<file path="config.mk">
export PLATFORM = sky130hd
export DESIGN_NAME = spi_xfer_ctrl
export DESIGN_NICKNAME = d
export VERILOG_FILES = /design/src/rtl/spi_xfer_ctrl.sv
export SDC_FILE = /design/constraint.sdc
export NUM_CORES = 1
export LEC_CHECK = 0
export ABC_AREA = 1
export BUFFER_PORTS_ARGS = -buffer_cell sky130_fd_sc_hd__buf_2
export CORE_MARGIN = 3
export CORE_UTILIZATION = 45
export CTS_CLUSTER_DIAMETER = 50
export DETAILED_ROUTE_END_ITERATION = 8
export GPL_TIMING_DRIVEN = 0
export PLACE_DENSITY = 0.78
export RECOVER_POWER = 50
export SLEW_MARGIN = 20
export SYNTH_ARGS = -nofsm -noshare
export SYNTH_HDL_FRONTEND = slang
export SYNTH_SLANG_ARGS = --single-unit
</file>
<file path="constraint.sdc">
create_clock -name CLK_I -period 3.2 [get_ports CLK_I]
set_clock_uncertainty 0.15 [all_clocks]
set_input_delay 0.32 -clock CLK_I [delete_from_list [all_inputs] [get_ports CLK_I]]
set_output_delay 0.32 -clock CLK_I [all_outputs]
set_load 0.02 [all_outputs]
</file>
<file path="src/rtl/spi_xfer_ctrl.sv">
// SPI word-transfer sequencer: moves cmd_len 32-bit words between a shared buffer and an SPI engine.
// Optional word timeout is compiled in with `define SPI_XFER_TIMEOUT_EN.
module spi_xfer_ctrl #(
    parameter int BUF_DEPTH = 42,
    parameter int CS_GAP    = 2,
    parameter int TO_CYCLES = 1023
) (
    input  logic       CLK_I,
    input  logic       RST_I,
    input  logic       cmd_valid,
    output logic       cmd_ready,
    input  logic       cmd_wr,
    input  logic [7:0] cmd_base,
    input  logic [5:0] cmd_len,
    output logic [7:0] buf_adr,
    output logic       buf_we,
    output logic       spi_start,
    input  logic       spi_done,
    output logic       spi_csn,
    output logic       busy,
    output logic       done,
    output logic       err
);

    if (CS_GAP < 1) begin : g_cs_gap_chk
        $error("CS_GAP must be at least 1");
    end
    if (TO_CYCLES < 2) begin : g_to_chk
        $error("TO_CYCLES must be at least 2");
    end

    typedef enum logic [2:0] {IDLE, SETUP, START, WAIT, STORE, GAP, FIN} state_t;

    localparam int GW = (CS_GAP > 1) ? $clog2(CS_GAP) : 1;
    localparam logic [GW-1:0] GAP_LAST = GW'(CS_GAP - 1);

    state_t        state_q, state_d;
    logic          wr_q, wr_d;
    logic [7:0]    adr_q, adr_d;
    logic [5:0]    rem_q, rem_d;
    logic [GW-1:0] gap_q, gap_d;
    logic          err_q, err_d;
    logic          rdy_q;
    logic          cmd_ok;
    logic          word_end;

`ifdef SPI_XFER_TIMEOUT_EN
    localparam int TW = $clog2(TO_CYCLES);
    localparam logic [TW-1:0] TO_LAST = TW'(TO_CYCLES - 1);

    logic [TW-1:0] to_q, to_d;
    logic          tmo_q, tmo_d;
`endif

    // Range check uses a 9-bit sum so a large base never wraps into a legal range.
    assign cmd_ok = (cmd_len != 6'd0) &&
                    (({1'b0, cmd_base} + 9'(cmd_len)) <= 9'(BUF_DEPTH));

    // rdy_q holds cmd_ready low until the first clock edge after reset releases.
    always_ff @(posedge CLK_I or posedge RST_I) begin
        if (RST_I) begin
            state_q <= IDLE;
            wr_q    <= 1'b0;
            adr_q   <= 8'd0;
            rem_q   <= 6'd0;
            gap_q   <= '0;
            err_q   <= 1'b0;
            rdy_q   <= 1'b0;
`ifdef SPI_XFER_TIMEOUT_EN
            to_q    <= '0;
            tmo_q   <= 1'b0;
`endif
        end else begin
            // NOTE: non-blocking assignments here so every flop samples pre-edge values.
            state_q <= state_d;
            wr_q    <= wr_d;
            adr_q   <= adr_d;
            rem_q   <= rem_d;
            gap_q   <= gap_d;
            err_q   <= err_d;
            rdy_q   <= 1'b1;
`ifdef SPI_XFER_TIMEOUT_EN
            to_q    <= to_d;
            tmo_q   <= tmo_d;
`endif
        end
    end

    always_comb begin
        // NOTE: every signal gets a default first so no path infers a latch.
        state_d  = state_q;
        wr_d     = wr_q;
        adr_d    = adr_q;
        rem_d    = rem_q;
        gap_d    = gap_q;
        err_d    = 1'b0;
        word_end = 1'b0;
`ifdef SPI_XFER_TIMEOUT_EN
        to_d     = to_q;
        tmo_d    = tmo_q;
`endif
        case (state_q)
            IDLE: begin
                if (cmd_valid && rdy_q) begin
                    if (cmd_ok) begin
                        state_d = SETUP;
                        wr_d    = cmd_wr;
                        adr_d   = cmd_base;
                        rem_d   = cmd_len;
`ifdef SPI_XFER_TIMEOUT_EN
                        tmo_d   = 1'b0;
`endif
                    end else begin
                        err_d = 1'b1;
                    end
                end
            end
            SETUP: state_d = START;
            START: begin
                state_d = WAIT;
`ifdef SPI_XFER_TIMEOUT_EN
                to_d    = '0;
`endif
            end
            WAIT: begin
                if (spi_done) begin
                    if (wr_q) word_end = 1'b1;
                    else      state_d  = STORE;
                end
`ifdef SPI_XFER_TIMEOUT_EN
                else if (to_q == TO_LAST) begin
                    state_d = GAP;
                    gap_d   = '0;
                    err_d   = 1'b1;
                    tmo_d   = 1'b1;
                end else begin
                    to_d = to_q + TW'(1);
                end
`endif
            end
            STORE: word_end = 1'b1;
            GAP: begin
                if (gap_q == GAP_LAST) state_d = FIN;
                else                   gap_d   = gap_q + GW'(1);
            end
            FIN:     state_d = IDLE;
            default: state_d = IDLE;
        endcase

        if (word_end) begin
            adr_d = adr_q + 8'd1;
            rem_d = rem_q - 6'd1;
            if (rem_q == 6'd1) begin
                state_d = GAP;
                gap_d   = '0;
            end else begin
                state_d = START;
            end
        end
    end

    // Outputs decode the state register so reset forces them idle asynchronously.
    always_comb begin
        cmd_ready = (state_q == IDLE) && rdy_q;
        busy      = (state_q != IDLE);
        spi_start = (state_q == START);
        buf_we    = (state_q == STORE);
        spi_csn   = (state_q == IDLE) || (state_q == GAP) || (state_q == FIN);
        buf_adr   = adr_q;
        err       = err_q;
`ifdef SPI_XFER_TIMEOUT_EN
        done      = (state_q == FIN) && !tmo_q;
`else
        done      = (state_q == FIN);
`endif
    end

endmodule

</file>
==> impl_results.md, run 1 <==
* Status: completed
* Relative slew slack at 45.9%
* Die Height at 68.6 um
* Crit Path Max Fanout at 10
* Skew-Pair Late Insertion Delay at 0.27 ns
* #FFs+latches synth at 21
* Antenna-violating nets left at 0
* Worst Reg-to-Reg Cells at 8
* Fmax at 0.447 GHz
* Antenna violations before repair at 0
* Measured slew at the worst slew-check pin at 0.811 ns
* Pwr dens at 693 mW/mm^2
* Avg Cell Area, Syn at 6.65 um^2
* Final net count at 332
* Cell Area, Placed at 0.00199 mm^2
* Critical path cell sequence: buf_2 -> ha_1 -> inv_1 -> fa_1 -> inv_1 -> nand2_1 -> nand2_1 -> nand2_1 -> nand2_1 -> nand2_1 -> inv_1 -> nand2_1 -> nand2_1 -> and3_4 -> nand2_4 -> buf_4 -> nand3_1 -> nand2_1
* Worst VDD drop at 0.201 mV
* Commonest non-fill, non-tap cell in the layout: nand2_1
* Post-layout util at 54.5%
* Total iterations of the first detailed-routing run at 4
* Switching power at 677 uW
* Synth top area cells: dfrtp_1, nand2_1, inv_1
* Hold WC Path Type: in2async
* WP buf/inv at 5
* Initial Utilization at 47.4%
* Pre-CTS setup slack at 0.660 ns
* Setup ws final at 0.964 ns
* Num Clock Sinks at 21
* Top cell type's share of synthesized area at 29.8%
* H-Tree Depth at 1
* Largest net degree at the start of global routing at 22
* Area added between synthesis and finish at 14.9%
* Max Cap Viol at 0
* Top delay family on crit path: simple AND/OR/NAND/NOR gates
* Synth unique cells at 37
* CTS Hold Bufs at 0
* RD Place Congestion at 0.926
* Clk buf depth at 2
* Total track usage at 17.8%
* Crit path capture type: register
* Lkg Pwr at 1.18 nW
* Post-Route WL at 3980 um
* Worst hold slack at 0.0400 ns
* Diodes inserted at 0
* CTS Buf Count at 3
* I/O pins at 34
* Setup tns final at 0 ns
* Postcts setup bufs at 0
* Switching share of total power at 48.3%
* Worst flop-to-flop path startpoint: state_q[2]
* Synth Flop Type: dfrtp_1
* Shortest period the worst path allows at 2.24 ns
* Comb pwr share at 53.2%
* Slowest CP cell: fa_1
* Total gr overflow at 0
* FF-to-FF End: rem_q[0]
* Pwr Total at 1.40 mW
* # port buffers at 33
* Final Hold Vio Count at 0
* Vias at 1,758
* Kind of critical path: in2reg
* Final Instance Area at 0.00202 mm^2
* Final Max Tran Viols at 0
* Core ar. at 0.00372 mm^2
* EDFF count, synth at 0
* Required @ worst endpoint at 3.22 ns
* Seq/Total Area, Yosys at 29.8%
* Flop-to-flop setup slack at 1.29 ns
* Post-Synthesis Cell Area at 0.00176 mm^2
* Net count after synthesis at 294
* Post-CTS Resized at 0
* Ys async rst share at 100%
* Die width at 68.6 um
* Sequential power share at 33.9%
* Row count at 22
* Vias/cell at 5.02
* Detailed placement HPWL at 3150 um
* # fillers at 404
* Most frequent cells in the layout: nand2_1, inv_1, nand3_1
* Share of cells above drive strength 1 at 15.9%
* Crit share post-route at 69.9%
* Vias in the first global route at 1,470
* Placed cells at 346
* DRC at 0
* P_int at 726 uW
* YS warnings at 0
* CP max stage delay at 0.38 ns
* CP Launch Type: input pin
* Most frequent CP cell: nand2_1
* Final Setup Violations at 0
* Clock-pin slew on the worst setup and hold paths at 0.08 ns
* Clock Power Share at 13.0%
* CTS tree: done
* Routed len/inst at 11.4 um
* Clk Tree Root Cell: clkbuf_8
* DRT iter0 DRCs at 97
* Die area at 0.00470 mm^2
* Area leader, netlist: dfrtp_1
* Non-filler cells, final at 350
* First-pass GRT wire length at 6310 um
* RSZ-0062 raised after global routing: false
* CP arrival at 2.25 ns
* Cells after synthesis at 265
==> synth_stat cells, drive strengths merged, types with 2 or more instances <==
cell,count
dfrtp,21
inv,43
nor2,18
buf,3
or2,4
clkbuf,2
o31ai,2
o21ai,14
nand4,4
a21oi,3
xor2,4
nor3,5
ha,9
nand2,91
nand3,31
==> kinds of logic (layout without fill, tap and decap cells) <==
family,after synthesis,after routing,synth area share [%]
AND/OR/NAND/NOR,158,158,41.3
flip-flops,21,21,29.8
adder cells (fa/ha/maj),10,10,7.53
buffers and inverters,48,85,10.9
other,1,1,0.213
XOR/XNOR,5,5,2.49
AO/OA/AOI/OAI,22,22,7.74
==> layer usage <==
layer / up-vias / wire length, um / global-route usage [%]
li1: 916 / - / -
met1: 798 / 1860 / 24.5
met2: 39 / 1900 / 28.8
met3: 5 / 139 / 0.972
met4: 0 / 73 / 7.69
met5: - / 0 / 0
==> state kept, by name, summed over array words and instances (netlist names) <==
name and count:
buf_adr 8, err 1, gap_q 1, rdy_q 1, rem_q 6, state_q 3
wr_q 1
==> power by group through the flow <==
stage	Sequential [mW]	Clock, mW	Combinational [mW]
final	0.475	0.182	0.746
after global routing	0.490	0.192	0.853
after CTS	0.474	0.183	0.756
after detailed placement	0.477	0	0.753
after global placement	0.475	0	0.737
after floorplan	0.504	0	0.525
==> worst register-to-register path, cell delays in order (launching register included) <==
cell      delay [ns]
dfrtp_1         0.42
inv_1           0.09
nand2_1         0.10
nor2_2          0.07
a31oi_4         0.29
clkbuf_1        0.40
o21ai_0         0.15
nand2_1         0.09
nand2_1         0.04
==> cell type report <==
cell class	count	area (um^2)	share of cell area (%)
plain buffers	5	31.3	1.55
clock buffers	3	41.3	2.04
clock inverters	1	5.00	0.247
inverters	43	161	7.97
multi-input cells	196	1040	51.5
flip-flops and latches	21	526	26.0
well taps	48	60.1	2.97
repair buffers	33	156	7.73
==> worst max-delay path by stage <==
stage                 from  cells past startpoint         end  slack (ns)
6_report        cmd_len[0]                     18  buf_adr[5]        0.96
4_1_cts         cmd_len[0]                     18  buf_adr[5]        0.95
3_3_place_gp    cmd_len[0]                     18    rem_q[1]        0.71
3_5_place_dp    cmd_len[0]                     18    rem_q[0]        0.66
5_1_grt         cmd_len[0]                     18    rem_q[3]        0.79
2_1_floorplan  cmd_base[0]                     17  buf_adr[4]        1.00
Note: power is estimated with default switching activity, not from simulation.
==> run 2: changes to the inputs <==
--- a/config.mk
+++ b/config.mk
@@ -12,7 +12,7 @@
 export CTS_CLUSTER_DIAMETER = 50
 export DETAILED_ROUTE_END_ITERATION = 8
 export GPL_TIMING_DRIVEN = 0
-export PLACE_DENSITY = 0.78
+export PLACE_DENSITY = 0.81
 export RECOVER_POWER = 50
 export SLEW_MARGIN = 20
 export SYNTH_ARGS = -nofsm -noshare
==> constraint.sdc (replaced) <==
create_clock -name CLK_I -period 1.85 [get_ports CLK_I]
set_clock_uncertainty 0.15 [all_clocks]
set_input_delay 0.185 -clock CLK_I [delete_from_list [all_inputs] [get_ports CLK_I]]
set_output_delay 0.185 -clock CLK_I [all_outputs]
set_load 0.02 [all_outputs]
==> impl_results.md, run 2 (synthesized netlist as in run 1, its figures left out) <==
* Status: finished with violations
* Kind of critical path: in2reg
* Setup tns final at -0.612 ns
* Final Max Tran Viols at 0
* Final net count at 348
* Worst Reg-to-Reg Cells at 8
* Antenna violations before repair at 0
* Share of cells above drive strength 1 at 27.4%
* Max Cap Viol at 0
* Shortest period the worst path allows at 1.92 ns
* Vias/cell at 5.12
* Clk Tree Root Cell: clkbuf_8
* Die area at 0.00470 mm^2
* Die Height at 68.6 um
* RD Place Congestion at 0.876
* CTS tree: done
* Worst VDD drop at 0.647 mV
* Worst hold endpoint: wr_q
* Comb pwr share at 57.6%
* Core ar. at 0.00372 mm^2
* Crit Path Max Fanout at 5
* Die width at 68.6 um
* Lkg Pwr at 1.29 nW
* Hold WC Path Type: in2reg
* FF-to-FF End: buf_adr[4]
* Slowest CP cell: fa_2
* Largest net degree at the start of global routing at 22
* Pwr dens at 1150 mW/mm^2
* Area added between synthesis and finish at 32.0%
* Final Hold Vio Count at 0
* I/O pins at 34
* Clock-pin slew on the worst setup and hold paths at 0.08 ns
* Post-layout util at 62.6%
* Final Setup Violations at 15
* Diodes inserted at 0
* Worst hold slack at 0.0456 ns
* CTS Buf Count at 3
* Detailed placement HPWL at 3180 um
* H-Tree Depth at 1
* Hold Path Stages at 3
* First-pass GRT wire length at 7430 um
* Clk buf depth at 2
* Required @ worst endpoint at 1.86 ns
* Commonest non-fill, non-tap cell in the layout: nand2_1
* Most frequent CP cell: nand2_1
* Measured slew at the worst slew-check pin at 0.821 ns
* Switching share of total power at 48.4%
* RSZ-0062 raised after global routing: true
* Fmax at 0.521 GHz
* Initial Utilization at 47.4%
* Post-Route WL at 4570 um
* Crit path capture type: register
* Row count at 22
* Total track usage at 20.9%
* # port buffers at 33
* Crit share post-route at 104%
* DRT iter0 DRCs at 63
* Setup ws final at -0.0687 ns
* Flop-to-flop setup slack at 0.02 ns
* Max FFs per register at 8
* CP Launch Type: input pin
* Relative slew slack at 45.2%
* Vias at 1,874
* Total gr overflow at 0
* Sequential power share at 30.8%
* Num Clock Sinks at 21
* Failing checks: setup timing
* CP arrival at 1.93 ns
* DRC at 0
* Clock Power Share at 11.6%
* Antenna-violating nets left at 0
* Worst flop-to-flop path startpoint: state_q[2]
* CP max stage delay at 0.37 ns
* Vias in the first global route at 1,668
* Pre-CTS setup slack at -0.445 ns
* Critical path cell sequence: buf_8 -> ha_4 -> inv_2 -> fa_2 -> inv_2 -> nand2_4 -> nand2_4 -> nand2_1 -> nand2_1 -> nand2_1 -> inv_1 -> nand2_1 -> nand2_2 -> and3_4 -> nand2_8 -> buf_8 -> nand3_1 -> nand2_2
* Switching power at 1.30 mW
* Total iterations of the first detailed-routing run at 5
* Routed len/inst at 12.5 um
* P_int at 1.39 mW
* Most frequent cells in the layout: nand2_1, inv_1, nand3_1
* Hold path start: cmd_wr
* Skew-Pair Late Insertion Delay at 0.27 ns
==> run 2: cell count changes in the layout (fill, tap and decap cells not counted), moves of 4 or more <==
cell	previous run	this run
nand3_1	30	25
buf_2	27	23
nand3_2	1	6
nand2_2	1	10
buf_4	1	11
nand2_1	88	76
==> run 2: metal layers <==
metal | GRT usage [%] | vias up | share of wire, %
met1 | 28.1 | 864 | 44
met4 | 8.93 | 0 | 1.7
met2 | 34.3 | 55 | 50
met3 | 1.46 | 9 | 4.8
li1 | - | 946 | -
met5 | 0 | - | 0
==> run 2: how the worst max path moves through the flow <==
stage                           start         end  slack [ns]  cells past startpoint
after floorplan           cmd_base[0]  buf_adr[0]       -0.09                     17
after global placement     cmd_len[0]  buf_adr[0]       -0.40                     18
after detailed placement   cmd_len[0]  buf_adr[4]       -0.44                     18
after CTS                  cmd_len[0]  buf_adr[4]       -0.05                     19
after global routing      cmd_base[0]  buf_adr[5]       -0.16                     19
final                     cmd_base[0]  buf_adr[4]       -0.07                     18
==> run 2: power groups by stage <==
stage | Combinational [mW] | Clock, mW | Sequential (mW)
after detailed placement | 1.32 | 0 | 0.820
final | 1.55 | 0.312 | 0.827
after global routing | 1.73 | 0.331 | 0.857
after CTS | 1.45 | 0.315 | 0.810
after global placement | 1.28 | 0 | 0.813
after floorplan | 0.913 | 0 | 0.872
==> run 2: cell type report <==
| cell class | count | area [um^2] |
|---|---|---|
| Buffer | 5 | 40.0 |
| Clock buffer | 3 | 41.3 |
| Clock inverter | 1 | 5.00 |
| Fill cell | 321 | 1390 |
| Inverter | 43 | 164 |
| Multi-Input combinational cell | 196 | 1160 |
| Sequential cell | 21 | 526 |
| Tap cell | 48 | 60.1 |
| Timing Repair Buffer | 49 | 328 |
==> run 2: per-stage QoR <==
step	instances	power [mW]	instance area, um^2
global placement	346	2.10	2010
CTS	364	2.58	2240
global route	366	2.91	2330
floorplan	265	1.79	1790
finish	366	2.69	2330
detailed placement	346	2.14	2010
==> run 2: timing repair <==
item / 4_1_cts / 5_1_grt
setup buffers: 11 / 2
hold buffers: 1 / 0
endpoints found under the hold margin: 21 / 0
cloned: 2 / 0
resized for setup: 18 / 23
pin swaps: 11 / 17
setup endpoints to repair: 14 / 18
==> run 2: critical path, delay by kind of cell <==
kind	cells	cell delay [ns]
AND/OR/NAND/NOR	11	0.85
adder cells (fa/ha/maj)	2	0.49
buffers and inverters	5	0.38
==> run 3: changes to the inputs <==
--- a/config.mk
+++ b/config.mk
@@ -6,7 +6,7 @@
 export NUM_CORES = 1
 export LEC_CHECK = 0
 export ABC_AREA = 1
-export BUFFER_PORTS_ARGS = -buffer_cell sky130_fd_sc_hd__buf_2
+export BUFFER_PORTS_ARGS = -buffer_cell sky130_fd_sc_hd__clkbuf_2
 export CORE_MARGIN = 3
 export CORE_UTILIZATION = 45
 export CTS_CLUSTER_DIAMETER = 50
==> impl_results.md, run 3 (synthesized netlist as in run 1, its figures left out) <==
* Status: finished with violations
* Failing checks: setup timing
* Slowest CP cell: fa_2
* Vias in the first global route at 1,863
* Pre-CTS setup slack at -0.474 ns
* Total track usage at 22.9%
* Largest net degree at the start of global routing at 22
* Hold WC Path Type: in2reg
* Cell Area, Placed at 0.00201 mm^2
* Antenna-violating nets left at 0
* First-pass GRT wire length at 8140 um
* Placed cells at 346
* CP Launch Type: input pin
* Top delay family on crit path: simple AND/OR/NAND/NOR gates
* Die area at 0.00470 mm^2
* Required @ worst endpoint at 1.91 ns
* Post-layout util at 65.1%
* Routed len/inst at 13.7 um
* Skew-Pair Late Insertion Delay at 0.27 ns
* Vias/cell at 5.25
* WP buf/inv at 5
* I/O pins at 34
* Total iterations of the first detailed-routing run at 4
* Initial Utilization at 47.4%
* Most frequent CP cell: nand2_2
* Antenna violations before repair at 0
* H-Tree Depth at 1
* Most frequent cells in the layout: nand2_1, inv_1, nand3_1
* # fillers at 303
* Pwr Total at 2.85 mW
* Multi-input gate area at 0.00120 mm^2
* CTS tree: done
* Clk buf depth at 2
* Worst VDD drop at 0.533 mV
* Shortest period the worst path allows at 1.96 ns
* Non-filler cells, final at 370
* Fmax at 0.511 GHz
* Clk Tree Root Cell: clkbuf_8
* Total gr overflow at 0
* # port buffers at 33
* Area added between synthesis and finish at 37.3%
* Final Setup Violations at 15
* Critical path cell sequence: clkbuf_16 -> ha_4 -> inv_2 -> fa_2 -> inv_2 -> nand2_4 -> nand2_4 -> nand2_2 -> nand2_1 -> nand2_1 -> inv_1 -> nand2_1 -> nand2_2 -> and3_4 -> nand2_8 -> nand2_8 -> buf_6 -> nand2_2 -> nand2_2
* Diodes inserted at 0
* CP arrival at 2.02 ns
* Share of cells above drive strength 1 at 31.4%
* Die width at 68.6 um
* Measured slew at the worst slew-check pin at 0.829 ns
* Row count at 22
* Pwr dens at 1180 mW/mm^2
* Crit Path Max Fanout at 5
* Num Clock Sinks at 21
* CTS Buf Count at 3
* Register area at 527 um^2
* Vias at 1,941
* Clock-pin slew on the worst setup and hold paths at 0.08 ns
* CP max stage delay at 0.36 ns
* Commonest non-fill, non-tap cell in the layout: nand2_1
* Max FFs per register at 8
* Detailed placement HPWL at 3270 um
* Lkg Pwr at 1.32 nW
* Final Instance Area at 0.00242 mm^2
* DRC at 0
* Final Hold Vio Count at 0
* Max Cap Viol at 0
* DRT iter0 DRCs at 101
* Setup ws final at -0.108 ns
* Relative slew slack at 44.7%
* Kind of critical path: in2reg
* RD Place Congestion at 0.878
* Final Max Tran Viols at 0
* Die Height at 68.6 um
* Setup tns final at -1.34 ns
* Crit path capture type: register
* Worst hold slack at 0.0165 ns
* Core ar. at 0.00372 mm^2
* Final net count at 352
* RSZ-0062 raised after global routing: true
* Crit share post-route at 106%
* Post-Route WL at 5050 um
## run 3: area by class of cell
type | instances | share of cell area [%]
Clock buffer | 4 | 1.86
Multi-Input combinational cell | 196 | 49.5
Timing Repair Buffer | 53 | 15.9
Tap cell | 48 | 2.48
Sequential cell | 21 | 21.8
Inverter | 43 | 6.88
Buffer | 5 | 1.66
## run 3: worst paths after layout
kind                       slack, ns       start    endpoint  cells after the start
max                            -0.11  cmd_len[0]    rem_q[0]                     19
min                             0.02      cmd_wr        wr_q                      3
max reg2reg                    -0.10  state_q[2]  buf_adr[3]                      9
min reg2reg                     0.39    rem_q[1]    rem_q[1]                      2
max in group asynchronous       0.53       RST_I  state_q[0]                      3
min in group asynchronous       0.45       RST_I  state_q[1]                      3
## run 3: worst reg2reg max path: stages (launching register included)
cell and delay (ns):
dfrtp_1 0.38, inv_1 0.11, nand2_2 0.09, nor2_4 0.15, a31oi_4 0.19, buf_12 0.19
buf_2 0.16, o21ai_0 0.28, nand2_2 0.11, nand2_2 0.08
## run 3: power by group
part / switching (mW) / internal, mW
Combinational: 1.03 / 0.674
Sequential: 0.199 / 0.635
Clock: 0.161 / 0.154
## run 3: timing repair
item                                    4_1_cts  5_1_grt
gates cloned                                  2        0
setup buffers                                12        7
pin swaps                                    12       21
hold endpoints to repair                     21        0
endpoints found under the setup margin       16       20
gates resized for setup                      19       38
hold buffers                                  1        0
## run 3: metal layers
layer / vias to the layer above / routed length (um) / GRT usage (%)
li1: 955 / - / -
met1: 908 / 2070 / 27.2
met2: 61 / 2610 / 40.3
met3: 17 / 228 / 4.21
met4: 0 / 149 / 9.68
met5: - / 0 / 0
